--- src/rtl/sdram_port_scheduler_pkg.sv ---
// Shared state encoding, default burst/timing limits and small helpers
// for the two-requester SDRAM FIFO-port scheduler.
package sdram_port_scheduler_pkg;

  typedef enum logic [2:0] {
    ST_IDLE      = 3'd0,
    ST_LOAD      = 3'd1,
    ST_WR_STREAM = 3'd2,
    ST_RD_STREAM = 3'd3,
    ST_FIN       = 3'd4
  } sched_state_t;

  localparam int DEF_MAX_LEN  = 256;
  localparam int DEF_LOAD_CYC = 4;
  localparam int DEF_TIMEOUT  = 1023;

  function automatic logic [1:0] port_onehot(input logic idx);
    return idx ? 2'b10 : 2'b01;
  endfunction

endpackage

--- src/rtl/sdram_port_scheduler_rr_arb.sv ---
// Two-input round-robin arbiter; the last-served pointer only moves when
// the caller accepts the grant, so a stalled grant keeps its priority.
module sdram_port_scheduler_rr_arb
  import sdram_port_scheduler_pkg::*;
(
  input  logic       clk,
  input  logic       reset_n,
  input  logic [1:0] req,
  input  logic       accept,
  output logic [1:0] grant
);

  logic last_q;

  // Reset to "requester 1 served last" so requester 0 wins the first tie.
  always_ff @(posedge clk or negedge reset_n) begin
    if (!reset_n) begin
      last_q <= 1'b1;
    end else if (accept) begin
      last_q <= grant[1];
    end
  end

  always_comb begin
    grant = req;
    if (req == 2'b11) begin
      grant = last_q ? 2'b01 : 2'b10;
    end
  end

endmodule

--- src/rtl/sdram_port_scheduler.sv ---
// Shares the Sdram_Control write/read FIFO ports between two requesters:
// arbitrates bursts, sequences LOAD pulses and FIFO strobes, reports DONE/ERR.
module sdram_port_scheduler
  import sdram_port_scheduler_pkg::*;
#(
  parameter int ADDR_W   = 25,
  parameter int DATA_W   = 16,
  parameter int LEN_W    = 9,
  parameter int MAX_LEN  = DEF_MAX_LEN,
  parameter int LOAD_CYC = DEF_LOAD_CYC,
  parameter int TIMEOUT  = DEF_TIMEOUT
) (
  input  logic                clk,
  input  logic                reset_n,
  input  logic [1:0]          req_valid,
  output logic [1:0]          req_ready,
  input  logic [1:0]          req_write,
  input  logic [2*ADDR_W-1:0] req_addr,
  input  logic [2*LEN_W-1:0]  req_len,
  input  logic [2*DATA_W-1:0] wdata,
  input  logic [1:0]          wdata_valid,
  output logic [1:0]          wdata_ready,
  output logic [DATA_W-1:0]   rdata,
  output logic [1:0]          rdata_valid,
  output logic [1:0]          done,
  output logic [1:0]          err,
  output logic [DATA_W-1:0]   wr_data,
  output logic                wr,
  output logic [ADDR_W-1:0]   wr_addr,
  output logic [LEN_W-1:0]    wr_length,
  output logic                wr_load,
  input  logic                wr_full,
  output logic [ADDR_W-1:0]   rd_addr,
  output logic [LEN_W-1:0]    rd_length,
  output logic                rd_load,
  output logic                rd,
  input  logic                rd_empty,
  input  logic [DATA_W-1:0]   rd_data
);

  localparam int TO_W = $clog2(TIMEOUT + 1);
  localparam int LC_W = $clog2(LOAD_CYC + 1);
  localparam logic [LEN_W-1:0] MAX_LEN_V = LEN_W'(MAX_LEN);
  localparam logic [TO_W-1:0]  TIMEOUT_V = TO_W'(TIMEOUT);
  localparam logic [LC_W-1:0]  LOAD_LAST = LC_W'(LOAD_CYC - 1);

  sched_state_t state_q, state_d;

  logic              g_q;
  logic              dir_q;
  logic              err_q;
  logic [LEN_W-1:0]  len_q;
  logic [LEN_W-1:0]  cnt_q;
  logic [TO_W-1:0]   idle_q;
  logic [LC_W-1:0]   load_q;
  logic [1:0]        rd_valid_q;

  logic [1:0]        arb_req;
  logic [1:0]        grant;
  logic [ADDR_W-1:0] sel_addr;
  logic [LEN_W-1:0]  sel_len;
  logic              sel_write;
  logic              len_ok;
  logic [DATA_W-1:0] wdata_sel;
  logic              timeout;
  logic              wr_go;
  logic              rd_go;
  logic              last_word;

  assign arb_req = (state_q == ST_IDLE) ? req_valid : 2'b00;

  sdram_port_scheduler_rr_arb u_arb (
    .clk     (clk),
    .reset_n (reset_n),
    .req     (arb_req),
    .accept  (|grant),
    .grant   (grant)
  );

  always_comb begin
    sel_addr  = grant[1] ? req_addr[2*ADDR_W-1:ADDR_W] : req_addr[ADDR_W-1:0];
    sel_len   = grant[1] ? req_len[2*LEN_W-1:LEN_W]   : req_len[LEN_W-1:0];
    sel_write = grant[1] ? req_write[1]               : req_write[0];
    len_ok    = (sel_len != '0) && (sel_len <= MAX_LEN_V);
    wdata_sel = g_q ? wdata[2*DATA_W-1:DATA_W] : wdata[DATA_W-1:0];
  end

  // The idle counter only runs in the stream states; once it hits the limit
  // every strobe is suppressed so the burst ends cleanly in FIN.
  always_comb begin
    timeout   = ((state_q == ST_WR_STREAM) || (state_q == ST_RD_STREAM)) &&
                (idle_q == TIMEOUT_V);
    wr_go     = (state_q == ST_WR_STREAM) && !timeout && !wr_full && wdata_valid[g_q];
    rd_go     = (state_q == ST_RD_STREAM) && !timeout && !rd_empty;
    last_word = (wr_go || rd_go) && ((cnt_q + LEN_W'(1)) == len_q);
  end

  always_ff @(posedge clk or negedge reset_n) begin
    if (!reset_n) begin
      state_q <= ST_IDLE;
    end else begin
      state_q <= state_d;
    end
  end

  always_comb begin
    state_d = state_q;
    case (state_q)
      ST_IDLE: begin
        if (|grant) begin
          state_d = len_ok ? ST_LOAD : ST_FIN;
        end
      end
      ST_LOAD: begin
        if (load_q == LOAD_LAST) begin
          state_d = dir_q ? ST_WR_STREAM : ST_RD_STREAM;
        end
      end
      ST_WR_STREAM, ST_RD_STREAM: begin
        if (timeout || last_word) begin
          state_d = ST_FIN;
        end
      end
      ST_FIN:  state_d = ST_IDLE;
      default: state_d = ST_IDLE;
    endcase
  end

  // Burst context is captured at grant time; zero/oversize bursts skip
  // the address registers so the controller never sees them.
  always_ff @(posedge clk or negedge reset_n) begin
    if (!reset_n) begin
      g_q        <= 1'b0;
      dir_q      <= 1'b0;
      err_q      <= 1'b0;
      len_q      <= '0;
      cnt_q      <= '0;
      idle_q     <= '0;
      load_q     <= '0;
      rd_valid_q <= '0;
      wr_addr    <= '0;
      wr_length  <= '0;
      rd_addr    <= '0;
      rd_length  <= '0;
    end else begin
      rd_valid_q <= rd_go ? port_onehot(g_q) : 2'b00;
      case (state_q)
        ST_IDLE: begin
          if (|grant) begin
            g_q    <= grant[1];
            dir_q  <= sel_write;
            len_q  <= sel_len;
            err_q  <= (sel_len > MAX_LEN_V);
            cnt_q  <= '0;
            idle_q <= '0;
            load_q <= '0;
            if (len_ok && sel_write) begin
              wr_addr   <= sel_addr;
              wr_length <= sel_len;
            end
            if (len_ok && !sel_write) begin
              rd_addr   <= sel_addr;
              rd_length <= sel_len;
            end
          end
        end
        ST_LOAD: load_q <= load_q + LC_W'(1);
        ST_WR_STREAM, ST_RD_STREAM: begin
          if (wr_go || rd_go) begin
            cnt_q  <= cnt_q + LEN_W'(1);
            idle_q <= '0;
          end else begin
            idle_q <= idle_q + TO_W'(1);
          end
          if (timeout) begin
            err_q <= 1'b1;
          end
        end
        default: ;
      endcase
    end
  end

  // The read FIFO is not show-ahead, so read data is qualified by the
  // registered copy of the previous cycle's pop.
  always_comb begin
    req_ready   = grant;
    wdata_ready = 2'b00;
    if ((state_q == ST_WR_STREAM) && !wr_full && !timeout) begin
      wdata_ready = port_onehot(g_q);
    end
    wr          = wr_go;
    rd          = rd_go;
    wr_data     = (state_q == ST_WR_STREAM) ? wdata_sel : '0;
    wr_load     = (state_q == ST_LOAD) && dir_q;
    rd_load     = (state_q == ST_LOAD) && !dir_q;
    done        = 2'b00;
    err         = 2'b00;
    if (state_q == ST_FIN) begin
      if (err_q) begin
        err = port_onehot(g_q);
      end else begin
        done = port_onehot(g_q);
      end
    end
    rdata_valid = rd_valid_q;
    rdata       = (|rd_valid_q) ? rd_data : '0;
  end

endmodule

--- config.mk ---
export PLATFORM = sky130hd
export DESIGN_NAME = sdram_port_scheduler
export DESIGN_NICKNAME = d
export VERILOG_FILES = /design/src/rtl/sdram_port_scheduler_pkg.sv /design/src/rtl/sdram_port_scheduler_rr_arb.sv /design/src/rtl/sdram_port_scheduler.sv
export SDC_FILE = /design/constraint.sdc
export NUM_CORES = 1
export LEC_CHECK = 0
export CAP_MARGIN = 0
export CORE_AREA = 2 2 122 112
export CTS_CLUSTER_SIZE = 20
export DETAILED_ROUTE_END_ITERATION = 12
export DIE_AREA = 0 0 124 114
export GPL_TIMING_DRIVEN = 0
export PLACE_DENSITY = 0.83
export SLEW_MARGIN = 20
export SYNTH_ARGS = -nofsm -noshare
export SYNTH_HDL_FRONTEND = slang
export SYNTH_SLANG_ARGS = --single-unit
--- constraint.sdc ---
create_clock -name clk -period 3.9 [get_ports clk]
set_input_delay 1.17 -clock clk [delete_from_list [all_inputs] [get_ports clk]]
set_output_delay 1.17 -clock clk [all_outputs]
set_load 0.005 [all_outputs]
==> flow_summary.yaml, run 1 <==
status:
  status: "finished clean"
worst_setup_path:
  rrSetupSlack_ns: 0.55
  critPathArrivalTime_ns: 2.64
  critPathLaunchType: "input pin"
  regToRegEndpoint: "rd_addr[0]"
  r2r_cells: 11
  crit_required_ns: 2.73
  crit_fanout: 4
  endpoint_kind: "primary output"
  path_class: "in2out"
  reg2reg_from: "state_q[0]"
min_path:
  whs_endpoint: "load_q[2]"
  hold_depth: 2
  hold_class: "reg2reg"
  min_from: "load_q[2]"
synth:
  synth_area_leaders: "dfrtp_1 (50%), mux2i_1 (10%), nor2_1 (7.6%)"
  netlist_top_cells_count: "nor2_1 (108), dfrtp_1 (107), a21oi_1 (71), mux2i_1 (53), nand2_1 (34)"
  yosysUniqueCellTypes: 43
  ys_ff_latch: 108
  synthFlopType: "dfrtp_1"
  synth.most_common_cell: "nor2_1"
  yosysSeqAreaShare: 0.5093
  yosysTopAreaCell: "dfrtp_1"
  synth_top_area_share: 0.5044
  yosysWarnings: 0
  synth_edf_count: 0
  synth_area_um2: 5309
  syn-num-nets: 699
  postSynthAreaPerCell_um2: 9.347
  syn_inst: 568
  async_flop_share: 1.000
grt:
  first_global_vias: 5003
  overflow: 0
  grt_pass1_wl_um: 26010
  grt_max_degree: 62
  use_met1: 0.2876
  gr-usage-met3: 0.07500
  busiest_layer: "met2"
  grt_use_total: 0.2383
  antenna_found_initial: 0
  met2_usage: 0.4022
floorplan:
  core-area_um2: 13010
  rows: 40
  initial_core_util: 0.4080
  die_h_um: 114
  dieArea_um2: 14140
  die_w_um: 124
  io_pins: 240
place:
  dpl-instance-area_um2: 7940
  portBuffers: 239
  hpwl_um: 12930
  routabilityCongestion: 0.8474
final_layout:
  stdcell_area_um2: 8330
  syn_to_final_growth_pct: 56.92
  diodes: 0
  nets: 951
  drive_gt1_frac: 0.05576
pwr:
  pwr_density_cell_nw_per_um2: 635.3
  cell_internal_pwr_uw: 3504
  p_sw_uw: 1788
  p_sw_frac: 0.3379
  peakVddDrop_v: 0.0003563
  clock_power_share: 0.183
  pwr-share-comb: 0.458
  p_seq_frac: 0.359
  total_leakage_power_uw: 0.003715
clock_tree:
  cts_max_path_buffers: 2
  root_buffer: "clkbuf_16"
  clock_sinks: 108
  cts_tree: "done"
  clkTransAtPathRegs_ns: 0.08
  clk_latency_ns: 0.35
  cts_buffers: 9
  h-tree-depth: 3
sta:
  rsz0062_at_grt: "no"
  drv_slew: 0
  whs_ns: 0.5066
  max_freq_mhz: 262.8
  period_needed_ns: 3.805
  finalSetupViolCount: 0
  worstMarginPinSlew_ns: 0.8635
  max_slew_margin: 0.4205
  hold_viol: 0
  finalCritPeriodShare: 0.9757
  finClkSkew_ns: 0.01105
routing:
  first_pass_iters: 5
  wl_per_cell_um: 17.04
  drc: 0
  ant_nets: 0
  drtIter0Drc: 221
  wl_um: 16920
  vias: 5150
  viasPerCell: 5.186
run:
  cap_violations: 0
## layout make-up
type	instances	area, um^2
Sequential cell	108	2704
Fill cell	1083	4682
Inverter	7	26.28
Buffer	33	166.4
Multi-Input combinational cell	419	2472
Timing Repair Buffer	242	2434
Tap cell	168	210.2
Clock buffer	9	225.2
Clock inverter	7	92.59
## layer usage
layer / up-vias / wire (um)
met2: 227 / 8051
li1: 2463 / -
met5: - / 0
met4: 0 / 408
met1: 2432 / 6699
met3: 28 / 1764
## how the worst max path moves through the flow
| stage | start | endpoint | slack [ns] | cells after the start |
|---|---|---|---|---|
| 4_1_cts | idle_q[0] | rd | 0.05 | 6 |
| 6_report | wr_full | wr | 0.09 | 3 |
| 2_1_floorplan | req_valid[0] | wr_addr[0] | 0.32 | 13 |
| 3_5_place_dp | req_valid[0] | wr_addr[9] | -1.50 | 14 |
| 3_3_place_gp | reset_n | wr_addr[5] | -2.38 | 1 |
| 5_1_grt | req_len[13] | wr_addr[5] | 0.003 | 10 |
## stage by stage
stage	std cells	setup TNS, ns	util	setup WS, ns	total power, uW
after global placement	975	-340.40	0.6080	-2.381	4254
after global routing	993	0	0.6402	0.002502	5656
after detailed placement	976	-87.26	0.6102	-1.503	4328
final	993	0	0.6402	0.09484	5292
after CTS	994	0	0.6386	0.05463	5311
after floorplan	568	0	-	0.3230	2880
## kinds of logic (layout without fill, tap and decap cells)
| logic type | after synthesis | after routing | share of synthesized area |
|---|---|---|---|
| AO/OA/AOI/OAI | 125 | 125 | 0.1289 |
| XOR/XNOR | 18 | 18 | 0.02970 |
| adder cells (fa/ha/maj) | 5 | 5 | 0.01178 |
| buffers and inverters | 41 | 298 | 0.03135 |
| flip-flops | 108 | 108 | 0.5093 |
| multiplexers | 53 | 53 | 0.09993 |
| AND/OR/NAND/NOR | 218 | 218 | 0.1890 |
## power by group through the flow
stage	logic, uW	clock network, uW	registers (uW)
floorplan	977	0	1900
global placement	2360	0	1890
detailed placement	2420	0	1910
CTS	2440	972	1900
global route	2670	1020	1960
finish	2420	968	1900
## worst max-delay path, cell delays in order
cell and delay, ns:
clkdlybuf4s50_1 0.48, nor4_1 0.39, clkdlybuf4s50_1 0.59
## flip-flops by register name, indices dropped and copies added (netlist names)
| name | flops |
|---|---|
| u_arb.last_q | 1 |
| load_q | 3 |
| wr_addr | 25 |
| len_q | 9 |
| rd_length | 9 |
| cnt_q | 9 |
| rdata_valid | 2 |
| err_q | 1 |
| idle_q | 10 |
| rd_addr | 25 |
| dir_q | 1 |
| state_q | 3 |
| g_q | 1 |
| wr_length | 9 |
## layout by cell type, fill, tap and decap left out, types with 2 or more instances in the layout
master           count
clkdlybuf4s50_1    236
nor2_1             107
dfrtp_1            107
a21oi_1             71
mux2i_1             50
nand2_1             34
o21ai_0             33
nor2b_1             18
nand3_1             15
and3_1              14
clkbuf_1            13
xnor2_1             10
buf_2                9
clkbuf_16            9
xor2_1               8
inv_1                7
nor3_1               7
o31ai_1              7
ha_1                 5
nand4_1              4
clkbuf_2             4
mux2i_2              3
nand2b_1             3
buf_1                3
inv_6                3
nor3_2               2
buf_6                2
nor4_1               2
nor3b_1              2
clkbuf_4             2
a211oi_1             2
a31oi_1              2
dlygate4sd2_1        2
buf_4                2
## timing repair
action | CTS | global route
endpoints found under the setup margin | 71 | 68
buffers inserted | 2 | 0
hold buffers | 0 | 0
gates resized for setup | 18 | 13
No activity file was read; power rests on OpenSTA's default activity.
==> run 2, diff against run 1 <==
--- a/config.mk
+++ b/config.mk
@@ -5,11 +5,12 @@
 export SDC_FILE = /design/constraint.sdc
 export NUM_CORES = 1
 export LEC_CHECK = 0
+export ABC_AREA = 1
 export CAP_MARGIN = 0
-export CORE_AREA = 2 2 122 112
+export CORE_AREA = 2 2 124 114
 export CTS_CLUSTER_SIZE = 20
 export DETAILED_ROUTE_END_ITERATION = 12
-export DIE_AREA = 0 0 124 114
+export DIE_AREA = 0 0 126 116
 export GPL_TIMING_DRIVEN = 0
 export PLACE_DENSITY = 0.83
 export SLEW_MARGIN = 20
==> flow_summary.yaml, run 2 <==
status:
  status: "finished clean"
sta:
  finalCritPeriodShare: 0.9744
  whs_ns: 0.4741
  finClkSkew_ns: 0.009276
  max_freq_mhz: 263.2
  finalSetupViolCount: 0
  period_needed_ns: 3.800
  rsz0062_at_grt: "no"
  hold_viol: 0
  worstMarginPinSlew_ns: 0.5936
  drv_slew: 0
  max_slew_margin: 0.6042
place:
  dpl-instance-area_um2: 8253
  placed_cells: 1166
  hpwl_um: 13750
  routabilityCongestion: 0.8347
  portBuffers: 239
synth:
  synth_area_leaders: "dfrtp_1 (48%), nand2_1 (24%), inv_1 (4.0%)"
  syn_inst: 758
  yosysTopAreaCell: "dfrtp_1"
  synth.most_common_cell: "nand2_1"
  yosysSeqAreaShare: 0.4810
  synth_edf_count: 0
  yosysUniqueCellTypes: 39
  postSynthAreaPerCell_um2: 7.416
  synth_top_area_share: 0.4763
  synthFlopType: "dfrtp_1"
  syn-num-nets: 889
  async_flop_share: 1.000
  netlist_top_cells_count: "nand2_1 (357), dfrtp_1 (107), inv_1 (60), nor2_1 (41), o21ai_0 (28)"
  synth_area_um2: 5622
  yosysWarnings: 0
  ys_ff_latch: 108
floorplan:
  core-area_um2: 13210
  die_h_um: 116
  io_pins: 240
  initial_core_util: 0.4255
  rows: 40
  die_w_um: 126
  dieArea_um2: 14620
routing:
  first_pass_iters: 4
  wl_um: 18100
  vias: 5743
  wl_per_cell_um: 15.26
  drc: 0
  ant_nets: 0
  drtIter0Drc: 255
  viasPerCell: 4.842
min_path:
  hold_class: "reg2reg"
worst_setup_path:
  critPathLaunchType: "input pin"
  endpoint_kind: "primary output"
  critPathArrivalTime_ns: 2.63
  crit_required_ns: 2.73
  crit_fanout: 1
  path_class: "in2out"
clock_tree:
  cts_buffers: 9
  hold_buffers: 0
  cts_tree: "done"
  h-tree-depth: 3
  clock_sinks: 108
  clkTransAtPathRegs_ns: 0.07
  cts_max_path_buffers: 2
  root_buffer: "clkbuf_16"
  clk_latency_ns: 0.34
grt:
  grt_max_degree: 73
  overflow: 0
  grt_use_total: 0.2425
  grt_pass1_wl_um: 27920
  antenna_found_initial: 0
  first_global_vias: 5479
pwr:
  pwr_density_cell_nw_per_um2: 631.5
  peakVddDrop_v: 0.0003239
  total_leakage_power_uw: 0.004174
final_layout:
  stdcell_area_um2: 8651
  drive_gt1_frac: 0.07859
  syn_to_final_growth_pct: 53.88
  layout_commonest_cell: "nand2_1"
  diodes: 0
  finalNonFillerCells: 1186
  final_cell_mix: "nand2_1 (357), clkdlybuf4s50_1 (237), dfrtp_1 (107), inv_1 (59), nor2_1 (41)"
  reg_top3: "rd_addr x25, wr_addr x25, idle_q x10"
  nets: 1144
run:
  cap_violations: 0
[run 2: cell types whose count changed after synthesis, moves of 10 or more]
cell | before | now
nor2_1 | 108 | 41
a21oi_1 | 71 | 19
and3_1 | 14 | 0
nor2b_1 | 18 | 0
nand2_1 | 34 | 357
nand3_1 | 16 | 26
inv_1 | 7 | 60
mux2i_1 | 53 | 0
[run 2: path summary, 6_finish.rpt]
kind,startpoint,endpoint,slack [ns],cells past startpoint
max in group asynchronous,reset_n,u_arb.last_q,2.48,2
min in group asynchronous,reset_n,wr_addr[16],0.72,1
worst min-delay path,wr_addr[11],wr_addr[11],0.47,2
worst min register to register,wr_addr[11],wr_addr[11],0.47,2
worst max register to register,state_q[2],wr_length[6],0.94,15
worst max-delay path,wdata[22],wr_data[6],0.1,4
[run 2: critical path, cell delays in order]
cell and delay, ns:
clkdlybuf4s50_1 0.45, nand2_1 0.05, a21oi_1 0.38, clkdlybuf4s50_1 0.58
[run 2: final cells by class]
| cell class | instances | area (um^2) |
|---|---|---|
| clock buffer | 12 | 246.5 |
| buffer | 27 | 183.9 |
| sequential | 108 | 2704 |
| fill | 1129 | 4562 |
| clock inverter | 4 | 48.80 |
| inverter | 69 | 270.3 |
| timing repair buffer | 244 | 2450 |
| multi-input combinational | 554 | 2537 |
| tap | 168 | 210.2 |
[run 2: power by group]
| part | total, uW | leakage, uW | switching [uW] | internal, uW |
|---|---|---|---|---|
| registers | 1810 | 0.00138 | 264 | 1550 |
| logic | 2740 | 0.00264 | 1430 | 1310 |
| clock network | 914 | 0.000147 | 398 | 516 |
[run 2: timing repair]
action	4_1_cts	5_1_grt
setup buffers	1	4
cloned	0	1
resized for setup	12	4
endpoints found under the setup margin	43	60
pin swaps	2	5
[run 2: through the flow]
step | util | setup TNS [ns] | setup WS, ns | power (uW)
after global routing | 0.6547 | 0 | 0.03744 | 5887
after floorplan | - | 0 | 0.6810 | 3083
after CTS | 0.6506 | 0 | 0.03801 | 5468
after global placement | 0.6224 | -291.46 | -2.518 | 4416
final | 0.6547 | 0 | 0.09991 | 5463
after detailed placement | 0.6246 | -24.98 | -0.4465 | 4487
[run 2: metal layers]
metal / GRT usage / up-vias / routed length, um
met5: 0 / - / 0
met2: 0.4154 / 209 / 8794
met3: 0.06879 / 26 / 1470
met1: 0.2983 / 2644 / 7370
li1: - / 2864 / -
met4: 0.08059 / 0 / 467
[run 2: cell families (layout without fill, tap and decap cells)]
family / after synthesis / in the layout / share of synthesized area
flip-flops: 108 / 108 / 0.4810
XOR/XNOR: 8 / 8 / 0.01246
AND/OR/NAND/NOR: 458 / 459 / 0.3332
adder cells (fa/ha/maj): 5 / 5 / 0.01113
buffers and inverters: 97 / 356 / 0.07545
AO/OA/AOI/OAI: 82 / 82 / 0.08680
==> variant 1, RTL diff (config.mk and constraints of run 2) <==
Change the package constant `DEF_TIMEOUT` from 1023 to 4092.
--- a/src/rtl/sdram_port_scheduler_pkg.sv
+++ b/src/rtl/sdram_port_scheduler_pkg.sv
@@ -14,3 +14,3 @@
   localparam int DEF_LOAD_CYC = 4;
-  localparam int DEF_TIMEOUT  = 1023;
+  localparam int DEF_TIMEOUT  = 4092;
 
Function: same outputs for any inputs over 4 cycles, from zero or initial values and one cycle with reset_n low; that may be too few to reach the edited logic, so the function may still have changed.
==> variant 1 against run 2 <==
  * Worst setup slack got worse by 0.024 ns
  * Clock power increased by 12%
  * Synthesized area rose by 0.29%
  * Wire length decreased by 1.1%
  * First-iteration DRC count up 57%
  * Sequential cell count rose by 2
  * Power increased by 3.6%
  * Sequential power up 4%
  * Count of clock-buffer cells in the layout is 1 lower
  * Cell area down 0.33%
==> variant 1: results <==
[status]
status = complete, no violations

[grt]
grtUsageMet3_pct = 7.064
met1_usage_pct = 29.66
grt_pass1_vias = 5492
use_met2_pct = 40.54

[power_and_ir_drop]
p_leak_nw = 3.820
finalPower_w = 0.005661
powerClk_w = 0.00102
irDropWorstVdd_uv = 357.1
switching_share_pct = 36.97

[worst_setup_path]
cpPeakStageDelay_ns = 0.54
r2r_end = wr_addr[4]
ff2ff_setup_slack_ns = 0.92
rr_worst_depth = 16
cp_max_fo = 19

[routing]
first_pass_iters = 6
drt_iter0_markers = 400

[clock_tree]
insertion_delay_ns = 0.36
cts_setup_buffers = 0
ctsResizeCount = 2

[synth]
synth-xor-area-share_pct = 1.553
yosysSeqAreaShare_pct = 48.85
synth_commonest_cells = nand2_1 (201), dfrtp_1 (109), nor2_1 (72)
synth_fa_ha_area_share_pct = 1.332

[layout]
drive_above_1_share_pct = 6.502
finish.instance_area_sq_um = 8622
layout.nets = 1096

[placed_design]
placedCellCount = 1122
place_ws_ns = -0.4873

[sta]
hold_slack_ns = 0.4794
setup_slack_ns = 0.07596
skew_ns = 0.01098

[min_path]
hp-start = wr_length[8]
==> variant 1: how the worst max path moves through the flow <==
stage,from,end
2_1_floorplan,req_valid[1],wr_addr[0]
3_3_place_gp,reset_n,wr_addr[10]
3_5_place_dp,req_valid[1],req_ready[1]
4_1_cts,req_valid[1],req_ready[1]
5_1_grt,req_valid[1],req_ready[1]
6_report,req_valid[1],req_ready[1]
==> variant 1: area by class of cell <==
type	instances	area share, %
Sequential cell	110	31.94
Timing Repair Buffer	240	28.08
Tap cell	168	2.438
Clock inverter	5	0.9433
Multi-Input combinational cell	501	28.53
Clock buffer	11	2.815
Buffer	26	1.799
Inverter	76	3.454
==> variant 1: routing by layer <==
layer	wire length [microns]	part of all wire (%)	vias to the layer above
met4	445	2.5	0
met3	1387	7.7	35
li1	-	-	2822
met5	0	0	-
met2	8914	50	223
met1	7151	40	2688
==> variant 1: tightest hold or removal path, delay by kind of cell (launching register included) <==
kind / cells / cell delay (ns)
DFF: 1 / 0.35
and+or+nand+nor: 2 / 0.10
==> variant 2, RTL diff (settings of run 2) <==
Made on the original files. Put a register stage on the output `err`, with the module's reset. The value now appears one clock later. The other outputs are not delayed to match.
--- a/src/rtl/sdram_port_scheduler.sv
+++ b/src/rtl/sdram_port_scheduler.sv
@@ -46,2 +46,4 @@
 
+  logic [1:0] err_d;
+
   sched_state_t state_q, state_d;
@@ -197,6 +199,6 @@
     done        = 2'b00;
-    err         = 2'b00;
+    err_d       = 2'b00;
     if (state_q == ST_FIN) begin
       if (err_q) begin
-        err = port_onehot(g_q);
+        err_d = port_onehot(g_q);
       end else begin
@@ -209,2 +211,10 @@
 
+  always_ff @(posedge clk or negedge reset_n) begin
+    if (!reset_n) begin
+      err <= '0;
+    end else begin
+      err <= err_d;
+    end
+  end
+
 endmodule
Behaviour: not the same (a bounded check fails within 4 cycles, from zero or initial values and one cycle with reset_n low).
==> variant 2 against run 2 <==
  * Sequential cell count up 2
  * Combinational power about the same
  * Final cell count down 0.51%
  * Worst setup slack worse by 0.037 ns
  * Wire length up 0.91%
  * Register-to-register slack worse by 0.11 ns
  * Power up 1.3%
  * Sequential power up 2%
  * Clock power up 2.4%
  * Synthesized area up 0.60%
  * Cell area down 0.12%
  * Critical endpoint is now req_ready[1]
  * Largest power group unchanged
  * Highest routed layer unchanged
==> variant 2: results <==
[layout]
clock_cell_area_share_pct = 3.432
multi_input_cells = 540
multi_input_area_share_pct = 28.54
n_clock_buffer = 9
area_growth_pct = 52.79
buf_share_pct = 30.26
layout.nets = 1139
inv_count = 77

[grt]
grt_max_degree = 66
grt_pass1_wl_mm = 28.43
grt_pass1_vias = 5668

[clock_tree]
ctsResizeCount = 6
cts_setup_buffers = 0
cts_sinks = 110

[synth]
synth_commonest_cells = nand2_1 (292), dfrtp_1 (109), inv_1 (69)
ys_types = 35
yosysSeqAreaShare_pct = 48.69

[worst_setup_path]
cp.arrival_ns = 2.67

[routing]
drt_iter0_markers = 459
avgViaCountPerCell = 4.982
first_pass_iters = 5

[power_and_ir_drop]
p_per_area_nw_per_um2 = 640.5
p_leak_nw = 4.040
internal-power_w = 0.003413
irDropWorstVdd_uv = 289.5

[sta]
relSlewSlack_pct = 66.41
skew_ns = 0.01002

[placed_design]
postPlaceCellArea_sq_um = 8287

[status]
status = complete, no violations
variant 2: cell types whose count changed in the layout (fill, tap and decap cells not counted), sizes merged, moves of 3 or more:
| cell | before | now |
|---|---|---|
| nand3 | 27 | 34 |
| buf | 24 | 14 |
| clkbuf | 21 | 27 |
| a31oi | 1 | 26 |
| nand4 | 2 | 6 |
| nand2 | 363 | 297 |
| nor2 | 47 | 73 |
| o21a | 7 | 4 |
| inv | 68 | 78 |
variant 2: stage by stage:
| step | TNS (ns) | std cells | total power, W |
|---|---|---|---|
| after global routing | -0.02764 | 1180 | 0.005926 |
| after global placement | -306.04 | 1164 | 0.004495 |
| after CTS | 0 | 1179 | 0.005527 |
| after detailed placement | -30.13 | 1165 | 0.004570 |
| final | 0 | 1180 | 0.005535 |
| after floorplan | 0 | 757 | 0.003123 |
variant 2: path summary, 6_finish.rpt:
path	from	to	slack, ns
worst max-delay path	req_valid[1]	req_ready[1]	0.06
worst min-delay path	wr_addr[11]	wr_addr[11]	0.48
worst max register to register	state_q[0]	wr_addr[12]	0.83
worst min register to register	wr_addr[11]	wr_addr[11]	0.48
max in group asynchronous	reset_n	u_arb.last_q	2.47
min in group asynchronous	reset_n	rd_addr[6]	0.73
variant 2: layer usage:
layer | part of all wire [%] | vias up | track usage (%)
met1 | 39 | 2693 | 29.00
met2 | 50 | 251 | 43.37
li1 | - | 2896 | -
met4 | 3.2 | 0 | 9.597
met3 | 8.1 | 39 | 7.341
met5 | 0 | - | 0
variant 2: logic make-up after synthesis:
family,after synthesis,share of synthesized area [%]
compound gates,103,10.22
xor+xnor,7,1.084
fa+ha+maj,5,1.106
buf+inv,107,8.097
flops,110,48.69
simple gates,425,30.80
